## config.mk

```make
export PLATFORM = sky130hd
export DESIGN_NAME = fetch_frontend
export DESIGN_NICKNAME = d
export VERILOG_FILES = /design/src/rtl/rv32i_types_pkg.sv /design/src/rtl/fetch_frontend.sv
export SDC_FILE = /design/constraint.sdc
export NUM_CORES = 1
export LEC_CHECK = 0
export BUFFER_PORTS_ARGS = -buffer_cell sky130_fd_sc_hd__buf_4
export CAP_MARGIN = 20
export CORE_MARGIN = 3
export CORE_UTILIZATION = 41
export CTS_CLUSTER_SIZE = 30
export DETAILED_ROUTE_END_ITERATION = 8
export PLACE_DENSITY = 0.71
export SLEW_MARGIN = 25
export SYNTH_ARGS = -nofsm -noshare
export SYNTH_HDL_FRONTEND = slang
export SYNTH_SLANG_ARGS = --single-unit
```

## constraint.sdc

```tcl
create_clock -name clk -period 7.1 [get_ports clk]
set_input_delay 0.355 -clock clk [delete_from_list [all_inputs] [get_ports clk]]
set_output_delay 0.355 -clock clk [all_outputs]
set_load 0.03 [all_outputs]
```

## src/rtl/rv32i_types_pkg.sv

```systemverilog
// Shared RV32I front-end types: one fetch-buffer entry holds a PC and its
// instruction word. The entry widths bound the PC/instruction widths the
// fetch front end can carry.
package rv32i_types_pkg;

    localparam int unsigned FETCH_PC_W   = 32;
    localparam int unsigned FETCH_DATA_W = 32;

    typedef struct packed {
        logic [FETCH_PC_W-1:0]   pc;
        logic [FETCH_DATA_W-1:0] instruction;
    } fetch_entry_t;

endpackage

```

## src/rtl/fetch_frontend.sv

```systemverilog
// Instruction fetch front end: issues sequential PCs to IMEM, buffers the
// in-order responses in a DEPTH-entry ring and hands them to decode with a
// valid/ready handshake. A redirect flushes the ring and discards the
// responses still owed by IMEM for the abandoned path.
module fetch_frontend
    import rv32i_types_pkg::*;
#(
    parameter int unsigned         PC_WIDTH   = 32,
    parameter int unsigned         DATA_WIDTH = 32,
    parameter int unsigned         DEPTH      = 4,
    parameter logic [PC_WIDTH-1:0] RESET_PC   = '0
) (
    input  logic                  clk,
    input  logic                  async_rst_n,
    input  logic                  redirect_valid,
    input  logic [PC_WIDTH-1:0]   redirect_pc,
    output logic [PC_WIDTH-1:0]   PC_F,
    output logic                  pc_valid_out,
    input  logic                  pc_ready_in,
    input  logic [DATA_WIDTH-1:0] instruction,
    input  logic                  instruction_valid_in,
    output logic                  instruction_ready_out,
    output logic [DATA_WIDTH-1:0] instr_D,
    output logic [PC_WIDTH-1:0]   PC_D,
    output logic [PC_WIDTH-1:0]   PC_plus_4_D,
    output logic                  valid_out,
    input  logic                  ready_in
);

    localparam int unsigned AW = $clog2(DEPTH);
    localparam int unsigned OW = AW + 1;
    // Repeated redirects can stack owed responses beyond one ring's worth.
    localparam int unsigned DW = AW + 3;
    localparam logic [OW-1:0] OCC_FULL = OW'(DEPTH);

    fetch_entry_t          r_ring [DEPTH];
    logic [DEPTH-1:0]      r_filled;
    logic [AW-1:0]         r_alloc, r_fill, r_read;
    logic [OW-1:0]         r_occ;       // allocated, not yet popped
    logic [OW-1:0]         r_inflight;  // allocated, response not yet received
    logic [DW-1:0]         r_drop;      // responses still owed to a flushed path
    logic                  r_run;
    logic [PC_WIDTH-1:0]   r_pc;

    logic                  w_redirect;
    logic                  w_resp;
    logic                  w_fill;
    logic                  w_drop;
    logic                  w_issue;
    logic                  w_pop;
    logic                  w_valid;
    fetch_entry_t          w_head;
    logic [PC_WIDTH-1:0]   w_pc_d;

    assign w_redirect = redirect_valid & r_run;
    assign w_resp     = instruction_valid_in & r_run;
    assign w_fill     = w_resp & ~w_redirect & (r_drop == '0);
    assign w_drop     = w_resp & ~w_redirect & (r_drop != '0);

    assign pc_valid_out = r_run & ~redirect_valid & (r_occ != OCC_FULL);
    assign w_issue      = pc_valid_out & pc_ready_in;

    assign w_head  = r_ring[r_read];
    assign w_valid = r_filled[r_read] & (r_occ != '0);
    assign w_pop   = w_valid & ready_in & ~w_redirect;
    assign w_pc_d  = PC_WIDTH'(w_head.pc);

    assign PC_F                  = r_pc;
    assign instruction_ready_out = r_run;
    assign valid_out             = w_valid;
    // Decode-side data reads as zero whenever nothing valid is presented.
    assign instr_D     = w_valid ? DATA_WIDTH'(w_head.instruction) : '0;
    assign PC_D        = w_valid ? w_pc_d : '0;
    assign PC_plus_4_D = w_valid ? w_pc_d + PC_WIDTH'(4) : '0;

    // Control state: run flag, fetch PC, ring pointers and occupancy counters.
    always_ff @(posedge clk or negedge async_rst_n) begin
        if (!async_rst_n) begin
            r_run      <= 1'b0;
            r_pc       <= RESET_PC;
            r_alloc    <= '0;
            r_fill     <= '0;
            r_read     <= '0;
            r_occ      <= '0;
            r_inflight <= '0;
            r_drop     <= '0;
        end else begin
            r_run <= 1'b1;
            if (w_redirect) begin
                // Everything requested but not yet answered becomes owed
                // garbage; a response landing this cycle pays one off now.
                r_pc       <= redirect_pc;
                r_alloc    <= '0;
                r_fill     <= '0;
                r_read     <= '0;
                r_occ      <= '0;
                r_inflight <= '0;
                r_drop     <= r_drop + DW'(r_inflight) - DW'(w_resp);
            end else begin
                if (w_issue) begin
                    r_alloc <= r_alloc + AW'(1);
                    r_pc    <= r_pc + PC_WIDTH'(4);
                end
                if (w_fill) r_fill <= r_fill + AW'(1);
                if (w_pop)  r_read <= r_read + AW'(1);
                if (w_drop) r_drop <= r_drop - DW'(1);
                r_occ      <= r_occ + OW'(w_issue) - OW'(w_pop);
                r_inflight <= r_inflight + OW'(w_issue) - OW'(w_fill);
            end
        end
    end

    // Per-entry filled flags: cleared on allocation, set when the response lands.
    always_ff @(posedge clk or negedge async_rst_n) begin
        if (!async_rst_n) begin
            r_filled <= '0;
        end else if (w_redirect) begin
            r_filled <= '0;
        end else begin
            if (w_issue) r_filled[r_alloc] <= 1'b0;
            if (w_fill)  r_filled[r_fill]  <= 1'b1;
        end
    end

    // Ring payload; contents are only observed behind a filled flag, so no reset.
    always_ff @(posedge clk) begin
        if (w_issue) r_ring[r_alloc].pc         <= FETCH_PC_W'(r_pc);
        if (w_fill)  r_ring[r_fill].instruction <= FETCH_DATA_W'(instruction);
    end

endmodule

```

== Word level (Yosys, flattened, before mapping) ==
Memories as Yosys holds them, arrays and structs flattened.
Index checks and enable logic that the tools add are counted.
Word-level totals
  memories: 1
  logic and storage cells: 82
  output and inout port bits: 131
  bits in registers: 54
  RAM bits: 256
  bits of input ports: 70
Memories
  r_ring: depth 4, width 64, rd ports 1, clocked after Yosys merged registers in 0, write ports 2, line fetch_frontend.sv:36  | fetch_entry_t r_ring [DEPTH];
Cells by class
  equality and inequality tests: 1
  reductions and logical operators: 9
  bitwise operators: 16
  add/sub/neg operators: 12
  magnitude comparators: 5
  mux-type cells: 29
Operators with widths (count)
  two-way mux 32 bit: 5
  adder 32 x 3 -> 32 bit (second input constant): 2
  two-way mux 4 bit: 4
  two-way mux 2 bit: 6
  bitwise AND 1 bit: 11
  two-way mux 5 bit: 2
  less-than comparator 2 x 3 -> 1 bit (second input constant): 3
  nonzero test 2 bit: 4
  two-way mux 1 bit: 7
  adder 2 x 1 -> 2 bit (second input constant): 3
  adder 3 x 1 -> 3 bit: 2
  two-way mux 3 bit: 2
  subtractor 3 x 1 -> 3 bit: 2
  adder 5 x 3 -> 5 bit: 1
  logical NOT 5 bit: 1
  nonzero test 5 bit: 1
  subtractor 5 x 1 -> 5 bit: 1
  subtractor 5 x 1 -> 5 bit (second input constant): 1
  bitwise AND 4 bit: 1
  demux 1 bit (select 2 bit): 2
  >= comparator 2 x 1 -> 1 bit (second input constant): 2
  inverter 4 bit: 1
  bitwise OR 4 bit: 1
  != test 3 bit (second input constant): 1
  4 further kinds: 6

== Depth between registers and ports, before layout ==
Gate-level depths: netlist of run 1.
  depth in word-level cells: 11
  gate-level depth with buffers: 16
  mapped depth without buffers: 13

== Worst setup path before layout of run 1 ==
No wires, ideal clock.
  path kind: register to register
  start: register r_read[1]
  end: register r_occ[2]
  slack: 4.007 ns
  data required time: 6.968 ns
  period minus slack after synthesis: 3.093 ns
  stages on the path, launching flop included: 17
  data arrival time: 2.961 ns
  path buffers: 3
  library setup time: 0.132 ns
  cells stage by stage: dfrtp_1 -> buf_2 -> buf_1 -> mux4_2 -> o31ai_1 -> inv_1 -> clkbuf_1 -> nand2_1 -> nor2_1 -> ha_1 -> inv_1 -> ha_1 -> inv_1 -> fa_1 -> xor2_1 -> xnor2_1 -> nor2_1
On the way
  cells in the longest elaborated chain, start to end: 7
RTL lines
  start, declared: line fetch_frontend.sv:38  | logic [AW-1:0] r_alloc, r_fill, r_read;
  start signal, assigned: line fetch_frontend.sv:105  | if (w_pop) r_read <= r_read + AW'(1);
  binary-select mux 1 bit (select 2 bit): line fetch_frontend.sv:64  | assign w_valid = r_filled[r_read] & (r_occ != '0);
  two-way mux 1 bit (implied by the code): line fetch_frontend.sv:64
  bitwise AND 1 bit: line fetch_frontend.sv:64
  bitwise AND 1 bit (2 in a row): line fetch_frontend.sv:65  | assign w_pop = w_valid & ready_in & ~w_redirect;
  subtractor 3 x 1 -> 3 bit: line fetch_frontend.sv:107  | r_occ <= r_occ + OW'(w_issue) - OW'(w_pop);
  two-way mux 3 bit: line fetch_frontend.sv:89  | if (w_redirect) begin
  end signal, assigned: line fetch_frontend.sv:107
  end, declared: line fetch_frontend.sv:39  | logic [OW-1:0] r_occ;
No other way between the ends. The select of a mux whose other input is x is not followed.
A chain may end at the register's enable or synchronous reset.

== Worst setup path in the final report of run 1 ==
  start: register r_read[1]
  end: output PC_plus_4_D[31]
On the way
  cells in the longest elaborated chain, start to end: 4
  elaborated cells on any way between the ends: 6
  those cells by class: 1 x add/sub; 3 x mux; 1 x bitwise; 1 x memory
RTL lines
  branches (longest 3 deep; another with memory (4 x 64 bit))
  two-way mux 32 bit *: line fetch_frontend.sv:74  | assign PC_plus_4_D = w_valid ? w_pc_d + PC_WIDTH'(4) : '0;
  end, declared: line fetch_frontend.sv:25  | output logic [PC_WIDTH-1:0] PC_plus_4_D,
Every way passes the cells marked *. The select of a mux whose other input is x is not followed.

==> flow_metrics.env, run 1 <==
export IMPL_run_status="finished, final reports clean"
export IMPL_hpwl_um=19900
export IMPL_dr_first_iter_drc_count=559
export IMPL_muxShareOfSynthArea=0.112
export IMPL_yosysUniqueCellTypes=53
export IMPL_row_count=66
export IMPL_timing_critical_path_fanout_max=33
export IMPL_synth_cell_area_sq_um=13600
export IMPL_antenna_found_initial=0
export IMPL_rsz0062_at_grt="false"
export IMPL_power_leakage_nw=6.22
export IMPL_setup_tns_ps=0
export IMPL_post_synth_main_area_contributors="edfxtp_1 56%, dfrtp_1 9.9%, mux4_2 9.6%"
export IMPL_totalWireLength_um=30400
export IMPL_utilization=0.521
export IMPL_globalRoute_totalOverflow=0
export IMPL_cts_root_buf="clkbuf_16"
export IMPL_drc=0
export IMPL_synth_fa_ha_area_frac=0.0256
export IMPL_dr_pass1_iters=5
export IMPL_synth_cells=883
export IMPL_seq_area_sq_um=9040
export IMPL_timing_max_transition_violations_final=0
export IMPL_internal_power_mw=3.26
export IMPL_initial_utilization=0.417
export IMPL_clock_skew_ps=26.1
export IMPL_crit_required_ps=6740
export IMPL_final_net_count=1225
export IMPL_switchingPower_mw=1.09
export IMPL_number_of_enable_flip_flop_cells_after_synthesis=256
export IMPL_seq_area_frac_synth=0.664
export IMPL_die_area_sq_um=35400
export IMPL_worst_r2r_cell_count=14
export IMPL_synth_top_cells_by_count="256 x edfxtp_1, 73 x and2_1, 67 x nand2_1, 59 x nor2_1, 58 x mux4_2"
export IMPL_port_buffer_count=200
export IMPL_synth_top_area_frac=0.565
export IMPL_design_core_area_sq_um=32600
export IMPL_synth_area_leader_cell="edfxtp_1"
export IMPL_latest_clock_arrival_within_the_worst_skew_pair_ps=560
export IMPL_post_synth_cell_area_avg_sq_um=15.4
export IMPL_track_usage=0.171
export IMPL_timing_worst_slew_pin_value_ps=1140
export IMPL_numClockSinks=310
export IMPL_antenna_cells_inserted=0
export IMPL_synth_ff_latch_count=310
export IMPL_post_route_min_period_ps=4220
export IMPL_clkTransAtPathRegs_ps=70
export IMPL_cp_common_cell="nand4_1"
export IMPL_slowest_stage="nor4_1"
export IMPL_final_hold_violation_count=0
export IMPL_routabilityCongestion=0.813
export IMPL_final_layout_size_suffix_gt1_frac=0.294
export IMPL_post_cts_resized_instances=0
export IMPL_first_global_vias=8434
export IMPL_post_synth_xor_area_fraction=0.0405
export IMPL_synth_most_common_cell="edfxtp_1"
export IMPL_cts_tree="done"
export IMPL_p_sw_frac=0.251
export IMPL_min_path_cells=1
export IMPL_synth_area_in_simple_gates=0.110
export IMPL_cts_max_level=1
export IMPL_drt_vias_per_instance=5.12
export IMPL_timing_slew_headroom=0.235
export IMPL_synth_compound_area_frac=0.0222
export IMPL_filler_cell_count=2710
export IMPL_via_count=8178
export IMPL_async_reset_ff_frac=0.174
export IMPL_io_pin_count=201
export IMPL_timing_critical_path_arrival_ps=3870
export IMPL_ys_dominant_reg_cell="edfxtp_1"
export IMPL_setup_worst_path_end_class="output port"
export IMPL_crit_path_start_kind="register"
export IMPL_dieWidth_um=188
export IMPL_cellPowerDensity_nw_per_um2=256
export IMPL_ir_worst_vdd_v=0.000202
export IMPL_numCtsBuffers=31
export IMPL_cell_chain_of_the_critical_path="mux4_1 -> nand4_1 -> nor4_1 -> nand4_1 -> xor2_1 -> nor2_1 -> buf_4"
export IMPL_layout_overhead_on_the_synthesized_area_pct=25.0
export IMPL_finalSetupViolCount=0
export IMPL_route_antenna_remaining_nets=0
export IMPL_yosysWarningCount=0
export IMPL_synth_nets=979
export IMPL_grt_first_pass_wirelength_um=47900
export IMPL_final_min_period_over_clock_period=0.595
export IMPL_wire_per_inst_um=19.0
export IMPL_max_clk_rate_mhz=237
export IMPL_cts_post_setup_buffers_inserted=0
export IMPL_grt_max_degree=78
export IMPL_maxCapViolations=0
export IMPL_multiInputGateArea_sq_um=4240
export IMPL_cp_max_stage_delay_ps=980
export IMPL_die_y_um=188
export IMPL_p_seq_frac=0.499
export IMPL_worstHoldPathType="in -> reg"
export IMPL_power_share_combinational=0.136
export IMPL_cts_root_to_sink_buffers=3
export IMPL_main_combinational_cell_family_by_area_after_synthesis="multiplexers"
export IMPL_clkPwrFrac=0.365
export IMPL_worstSetupPathType="reg -> out"
[final timing paths]
path                                       from  slack, ps              end
worst max-delay path                  r_read[1]       2880  PC_plus_4_D[31]
worst min register to register        r_drop[4]        480        r_drop[4]
min in group asynchronous           async_rst_n        400         PC_F[16]
worst min-delay path            instruction[31]         20    r_ring[0][31]
worst max register to register        r_read[1]       3710         r_occ[2]
max in group asynchronous           async_rst_n       6110        r_read[0]
[cell families (layout without fill, tap and decap cells)]
family,after synthesis,count (layout)
flops,310,310
simple gates,279,279
buf+inv,78,349
mux,68,68
xor+xnor,63,63
compound gates,58,58
fa+ha+maj,26,26
other cells,1,1
[layout make-up]
class,instances,share of cell area
multi-input cells,495,0.249
clock buffers,35,0.0471
repair buffers,255,0.119
well taps,442,0.0325
inverters,36,0.00795
flip-flops and latches,310,0.532
clock inverters,23,0.0120
[through the flow]
stage	setup slack (ps)	area (sq um)	std cells	power, mW	hold WS [ps]
floorplan	4010	13600	883	2.57	59.4
detailed placement	3510	15500	1492	2.79	465
finish	2880	17000	1596	4.36	16.4
CTS	2870	17000	1596	4.40	0.188
global route	2720	17000	1596	4.54	0.715
global placement	3550	15500	1492	2.77	461
[registers in the layout, summed over array words and instances (netlist names)]
signal,flops
r_occ,3
r_fill,2
r_inflight,3
r_ring,256
r_drop,5
r_read,2
PC_F,32
instruction_ready_out,1
r_alloc,2
r_filled,4
[power by group through the flow]
stage          combinational [mW]  sequential (mW)  clock (mW)
4_1_cts                     0.597             2.17        1.63
6_report                    0.591             2.17        1.59
3_5_place_dp                0.574             2.21           0
5_1_grt                     0.649             2.19        1.71
2_1_floorplan               0.346             2.23           0
3_3_place_gp                0.561             2.21           0
[cells in the final DEF (no fill, tap or decap), drive strengths merged, types with 23 or more instances in the layout]
cell | synthesis | routed
o21ai | 41 | 41
clkbuf | 25 | 35
edfxtp | 256 | 256
nor2 | 59 | 59
xnor2 | 47 | 47
mux4 | 65 | 65
inv | 36 | 37
buf | 17 | 209
dlygate4sd3 | 0 | 46
ha | 23 | 23
dfrtp | 54 | 54
nand2 | 68 | 68
and2 | 74 | 74
[critical path, delay by kind of cell (launching register included)]
kind / cells / cell delay [ps]
xor gates and xnor gates: 1 / 240
buffers and inverters: 1 / 180
DFF: 1 / 900
muxes: 1 / 420
and+or+nand+nor: 4 / 1540
[metal layers]
metal	GRT usage	up-vias	share of wire
met4	0.0528	0	0.024
met5	0	-	0
met1	0.233	4125	0.42
met2	0.289	236	0.50
met3	0.0214	51	0.049
li1	-	3766	-
[what timing repair did]
action	CTS	global route
hold buffers	46	0
hold endpoints to repair	158	0
endpoints found under the setup margin	0	0
Note: power is estimated with default switching activity, not from simulation.
==> inputs of run 2 (changes only) <==
- clock period: 7.1 -> 3.9 ns (I/O delays scaled with it)
==> run 2 against run 1 <==
Hold slack better by 34 ps; cell area up 1.7%; clock power up 78%; critical path type unchanged; die area unchanged; wire length up 2.1%.
==> flow_metrics.env, run 2 (synthesis results as in run 1) <==
export IMPL_final_cell_mix="256 x edfxtp_1, 219 x buf_4, 68 x and2_1, 67 x nand2_1, 65 x dlygate4sd3_1"
export IMPL_fin_hold_ws_ps=50.2
export IMPL_internal_power_mw=5.93
export IMPL_cts_tree="done"
export IMPL_layout_overhead_on_the_synthesized_area_pct=27.0
export IMPL_run_status="finished, final reports clean"
export IMPL_antenna_found_initial=1
export IMPL_initial_utilization=0.417
export IMPL_drc=0
export IMPL_final_min_period_over_clock_period=0.938
export IMPL_first_global_vias=8610
export IMPL_crit_required_ps=3700
export IMPL_timing_slew_headroom=0.358
export IMPL_drt_vias_per_instance=5.12
export IMPL_design_core_area_sq_um=32600
export IMPL_use_met1=0.238
export IMPL_routabilityCongestion=0.784
export IMPL_cts_root_buf="clkbuf_16"
export IMPL_timing_max_transition_violations_final=0
export IMPL_setup_tns_ps=0
export IMPL_r2r_slack_ps=790
export IMPL_dieWidth_um=188
export IMPL_numClockSinks=310
export IMPL_timing_critical_path_fanout_max=27
export IMPL_worst_slack_ps=242
export IMPL_cts_root_to_sink_buffers=3
export IMPL_max_flop_register="r_ring"
export IMPL_setup_worst_path_end_class="output port"
export IMPL_timing_worst_slew_pin_value_ps=963
export IMPL_hpwl_um=20600
export IMPL_io_pin_count=201
export IMPL_track_usage=0.175
export IMPL_grt_busiest_layer="met2"
export IMPL_latest_clock_arrival_within_the_worst_skew_pair_ps=550
export IMPL_post_cts_resized_instances=0
export IMPL_rsz0062_at_grt="false"
export IMPL_ir_worst_vdd_v=0.000327
export IMPL_clkPwrFrac=0.359
export IMPL_switchingPower_mw=1.96
export IMPL_timing_critical_path_arrival_ps=3460
export IMPL_die_area_sq_um=35400
export IMPL_worstSetupPathType="reg -> out"
export IMPL_p_sw_frac=0.248
export IMPL_port_buffer_count=200
export IMPL_finalSetupViolCount=0
export IMPL_commonest_non_fill_non_tap_cell_in_the_layout="edfxtp_1"
export IMPL_cts_max_level=1
export IMPL_final_layout_size_suffix_gt1_frac=0.291
export IMPL_clkTransAtPathRegs_ps=60
export IMPL_p_seq_frac=0.503
export IMPL_multiInputGateArea_sq_um=4240
export IMPL_seq_area_sq_um=9040
export IMPL_maxCapViolations=0
export IMPL_clock_skew_ps=29.6
export IMPL_final_net_count=1257
export IMPL_row_count=66
export IMPL_globalRoute_totalOverflow=0
export IMPL_grtUsageMet2=0.293
export IMPL_die_y_um=188
export IMPL_power_leakage_nw=6.36
export IMPL_crit_path_start_kind="register"
export IMPL_worstHoldPathType="in -> reg"
export IMPL_final_hold_violation_count=0
export IMPL_grt_max_degree=78
export IMPL_power_share_combinational=0.138
export IMPL_grt_first_pass_wirelength_um=49100
export IMPL_wire_per_inst_um=19.1
export IMPL_post_place_setup_slack_ps=692
export IMPL_filler_cell_count=2608
export IMPL_dr_first_iter_drc_count=631
export IMPL_post_route_min_period_ps=3660
export IMPL_max_reg_flops=256
export IMPL_groute_layer_met3_usage=0.0260
export IMPL_max_clk_rate_mhz=273
export IMPL_via_count=8320
export IMPL_numCtsBuffers=31
export IMPL_route_antenna_remaining_nets=0
export IMPL_totalWireLength_um=31000
export IMPL_dr_pass1_iters=5
export IMPL_cellPowerDensity_nw_per_um2=456
[run 2: cell count changes in the layout (fill, tap and decap cells not counted), sizes merged]
cell         delta
buf            +13
clkbuf          +2
clkinv          -3
clkinvlp        -2
diode           +1
dlygate4sd3    +19
[run 2: repair_timing]
action,4_1_cts,5_1_grt
endpoints found under the hold margin,214,0
setup endpoints to repair,0,10
hold buffers,65,0
buffers inserted,0,1
[run 2: final cells by class]
cell class,instances,share of cell area
Sequential cell,310,0.523
Multi-Input combinational cell,495,0.245
Timing Repair Buffer,287,0.136
Clock buffer,37,0.0462
Tap cell,442,0.0320
Clock inverter,18,0.00948
Inverter,36,0.00782
Antenna cell,1,0.000145
[run 2: routing by layer]
layer  vias up  wire, um
met5         -         0
met4         0       874
met3        60      1550
met2       216     15400
met1      4219     13100
li1       3825         -
[run 2: power groups by stage]
stage	registers, mW	logic [mW]	clock network (mW)
2_1_floorplan	4.05	0.630	0
3_3_place_gp	4.03	1.02	0
3_5_place_dp	4.04	1.04	0
4_1_cts	3.97	1.10	2.89
5_1_grt	3.99	1.22	3.05
6_report	3.96	1.09	2.83
[run 2: critical path: stages, from the launching register on]
cell and delay, ps:
dfrtp_2 780, buf_4 310, mux4_2 300, nand4_1 140
or4_4 560, nor3_2 270, xnor2_1 90, nor2_1 230
buf_4 220
[run 2: final timing paths]
| check | startpoint | to | cells after the start |
|---|---|---|---|
| min reg2reg | r_drop[4] | r_drop[4] | 1 |
| min in group asynchronous | async_rst_n | PC_F[15] | 2 |
| max in group asynchronous | async_rst_n | r_read[0] | 2 |
| min | ready_in | r_read[0] | 4 |
| max reg2reg | r_read[0] | r_occ[2] | 14 |
| max | r_read[1] | PC_plus_4_D[28] | 8 |
[run 2: through the flow]
step | area, sq um | power, mW | instances | util
floorplan | 13600 | 4.68 | 883 | -
global placement | 15700 | 5.05 | 1504 | 0.480
detailed placement | 15700 | 5.08 | 1504 | 0.480
CTS | 17300 | 7.96 | 1624 | 0.529
global route | 17300 | 8.26 | 1626 | 0.530
finish | 17300 | 7.89 | 1626 | 0.530
==> inputs of run 3 (changes only) <==
- CORE_UTILIZATION: 41 -> 55
- PLACE_DENSITY: 0.71 -> 0.87
- clock period: 3.9 -> 4.5 ns (I/O delays scaled with it)
==> run 3 against run 2 <==
Setup slack better by 230 ps; die area is 25% lower; via count is 1.5% higher; register-to-register slack worse by 320 ps; combinational power is 13% lower; clock skew is 11 ps lower; hold slack better by 26 ps; clock-buffer cell count is 8 higher; critical endpoint is now r_occ[2]; first-iteration DRC count is 4.8% higher; clock power is 13% lower; sequential share of layout area is 0.81 points higher.
==> flow_metrics.env, run 3 (synthesis results as in run 1) <==
export IMPL_setup_tns_ps=0
export IMPL_antenna_found_initial=1
export IMPL_die_y_um=163
export IMPL_seq_area_sq_um=9040
export IMPL_timing_max_transition_violations_final=0
export IMPL_dr_first_iter_drc_count=661
export IMPL_groute_layer_met3_usage=0.0337
export IMPL_port_buffer_count=200
export IMPL_max_reg_flops=256
export IMPL_timing_critical_path_arrival_ps=4420
export IMPL_final_min_period_over_clock_period=0.895
export IMPL_grt_busiest_layer="met2"
export IMPL_timing_worst_slew_pin_value_ps=914
export IMPL_routabilityCongestion=0.860
export IMPL_final_net_count=1244
export IMPL_final_cell_mix="256 x edfxtp_1, 210 x buf_4, 68 x and2_1, 67 x nand2_1, 65 x dlygate4sd3_1"
export IMPL_post_route_min_period_ps=4030
export IMPL_latest_clock_arrival_within_the_worst_skew_pair_ps=550
export IMPL_dr_pass1_iters=5
export IMPL_initial_utilization=0.570
export IMPL_power_leakage_nw=6.29
export IMPL_setup_worst_path_end_class="register"
export IMPL_timing_critical_path_fanout_max=66
export IMPL_track_usage=0.236
export IMPL_worstSetupPathType="reg -> reg"
export IMPL_grtUsageMet2=0.389
export IMPL_cts_post_setup_buffers_inserted=0
export IMPL_cts_max_level=1
export IMPL_clkTransAtPathRegs_ps=70
export IMPL_dieWidth_um=163
export IMPL_drc=0
export IMPL_row_count=56
export IMPL_final_hold_violation_count=0
export IMPL_filler_cell_count=1441
export IMPL_stdcell_area_sq_um=17000
export IMPL_final_layout_size_suffix_gt1_frac=0.283
export IMPL_hpwl_um=19000
export IMPL_totalWireLength_um=31100
export IMPL_detailed_place_area_sq_um=15400
export IMPL_cts_tree="done"
export IMPL_maxCapViolations=0
export IMPL_globalRoute_totalOverflow=0
export IMPL_die_area_sq_um=26700
export IMPL_ir_worst_vdd_v=0.000378
export IMPL_use_met1=0.326
export IMPL_via_count=8448
export IMPL_grt_max_degree=78
export IMPL_cellPowerDensity_nw_per_um2=402
export IMPL_wire_per_inst_um=20.8
export IMPL_grt_first_pass_wirelength_um=48800
export IMPL_io_pin_count=201
export IMPL_timing_slew_headroom=0.391
export IMPL_cts_root_buf="clkbuf_16"
export IMPL_design_core_area_sq_um=23900
export IMPL_numCtsBuffers=30
export IMPL_finalSetupViolCount=0
export IMPL_max_clk_rate_mhz=248
export IMPL_first_global_vias=8630
export IMPL_clock_skew_ps=18.2
export IMPL_run_status="finished, final reports clean"
export IMPL_crit_path_start_kind="register"
export IMPL_drt_vias_per_instance=5.66
export IMPL_multiInputGateArea_sq_um=4250
export IMPL_crit_required_ps=4890
export IMPL_commonest_non_fill_non_tap_cell_in_the_layout="edfxtp_1"
export IMPL_route_antenna_remaining_nets=0
export IMPL_cts_root_to_sink_buffers=3
export IMPL_layout_overhead_on_the_synthesized_area_pct=25.1
export IMPL_rsz0062_at_grt="false"
export IMPL_numClockSinks=310
export IMPL_report_power_total_mw=6.85
export IMPL_max_flop_register="r_ring"
export IMPL_worstHoldPathType="in -> reg"
## run 3: cell types whose count changed in the layout (fill, tap and decap cells not counted), sizes merged
cell / delta
buf: -12
bufinv: -1
clkbuf: +8
clkinv: -4
inv: -2
## run 3: final cells by class
type                    count  area share
flip-flops and latches    310       0.531
multi-input cells         495       0.249
repair buffers            275       0.131
clock buffers              45      0.0504
well taps                 319      0.0234
inverters                  36     0.00801
clock inverters            11     0.00676
diodes                      1    0.000147
## run 3: report_power, final
group,internal [mW],leakage [nW],total [mW],switching [mW]
Clock,1.43,0.472,2.46,1.03
Sequential,3.27,2.99,3.44,0.168
Combinational,0.432,2.82,0.947,0.514
Total,5.14,6.29,6.85,1.71
## run 3: through the flow
step | hold WS (ps) | util | setup slack (ps) | cells
2_1_floorplan | -70.6 | - | 1410 | 883
3_3_place_gp | 338 | 0.644 | 816 | 1370
3_5_place_dp | 344 | 0.644 | 714 | 1370
4_1_cts | 61.2 | 0.712 | 255 | 1491
5_1_grt | 95.1 | 0.713 | 93.8 | 1492
6_report | 76.2 | 0.713 | 474 | 1492
## run 3: timing repair
action,4_1_cts,5_1_grt
hold buffers,65,0
setup endpoints to repair,0,1
resized for setup,0,1
endpoints found under the hold margin,214,0
## run 3: routing by layer
layer | share of wire | up-vias
met5 | 0 | -
met4 | 0.034 | 0
met3 | 0.065 | 72
met2 | 0.50 | 334
met1 | 0.40 | 4244
li1 | - | 3798
## run 3: worst max-delay path, stage by stage (launching register included)
cell,delay [ps]
dfrtp_4,810
mux4_2,620
o31ai_4,90
clkinv_2,660
nand2_1,360
nor2_1,70
ha_1,270
inv_1,60
ha_1,130
inv_1,50
fa_1,370
xor2_1,170
xnor2_1,140
nor2_1,60
## run 3: path summary, 6_finish.rpt
check	startpoint	slack [ps]	depth (start not counted)	end
min	ready_in	80	4	r_read[1]
max in group asynchronous	async_rst_n	3590	2	r_read[0]
min in group asynchronous	async_rst_n	280	2	PC_F[15]
max	r_read[0]	470	13	r_occ[2]
max reg2reg	r_read[0]	470	13	r_occ[2]
min reg2reg	r_drop[4]	480	1	r_drop[4]
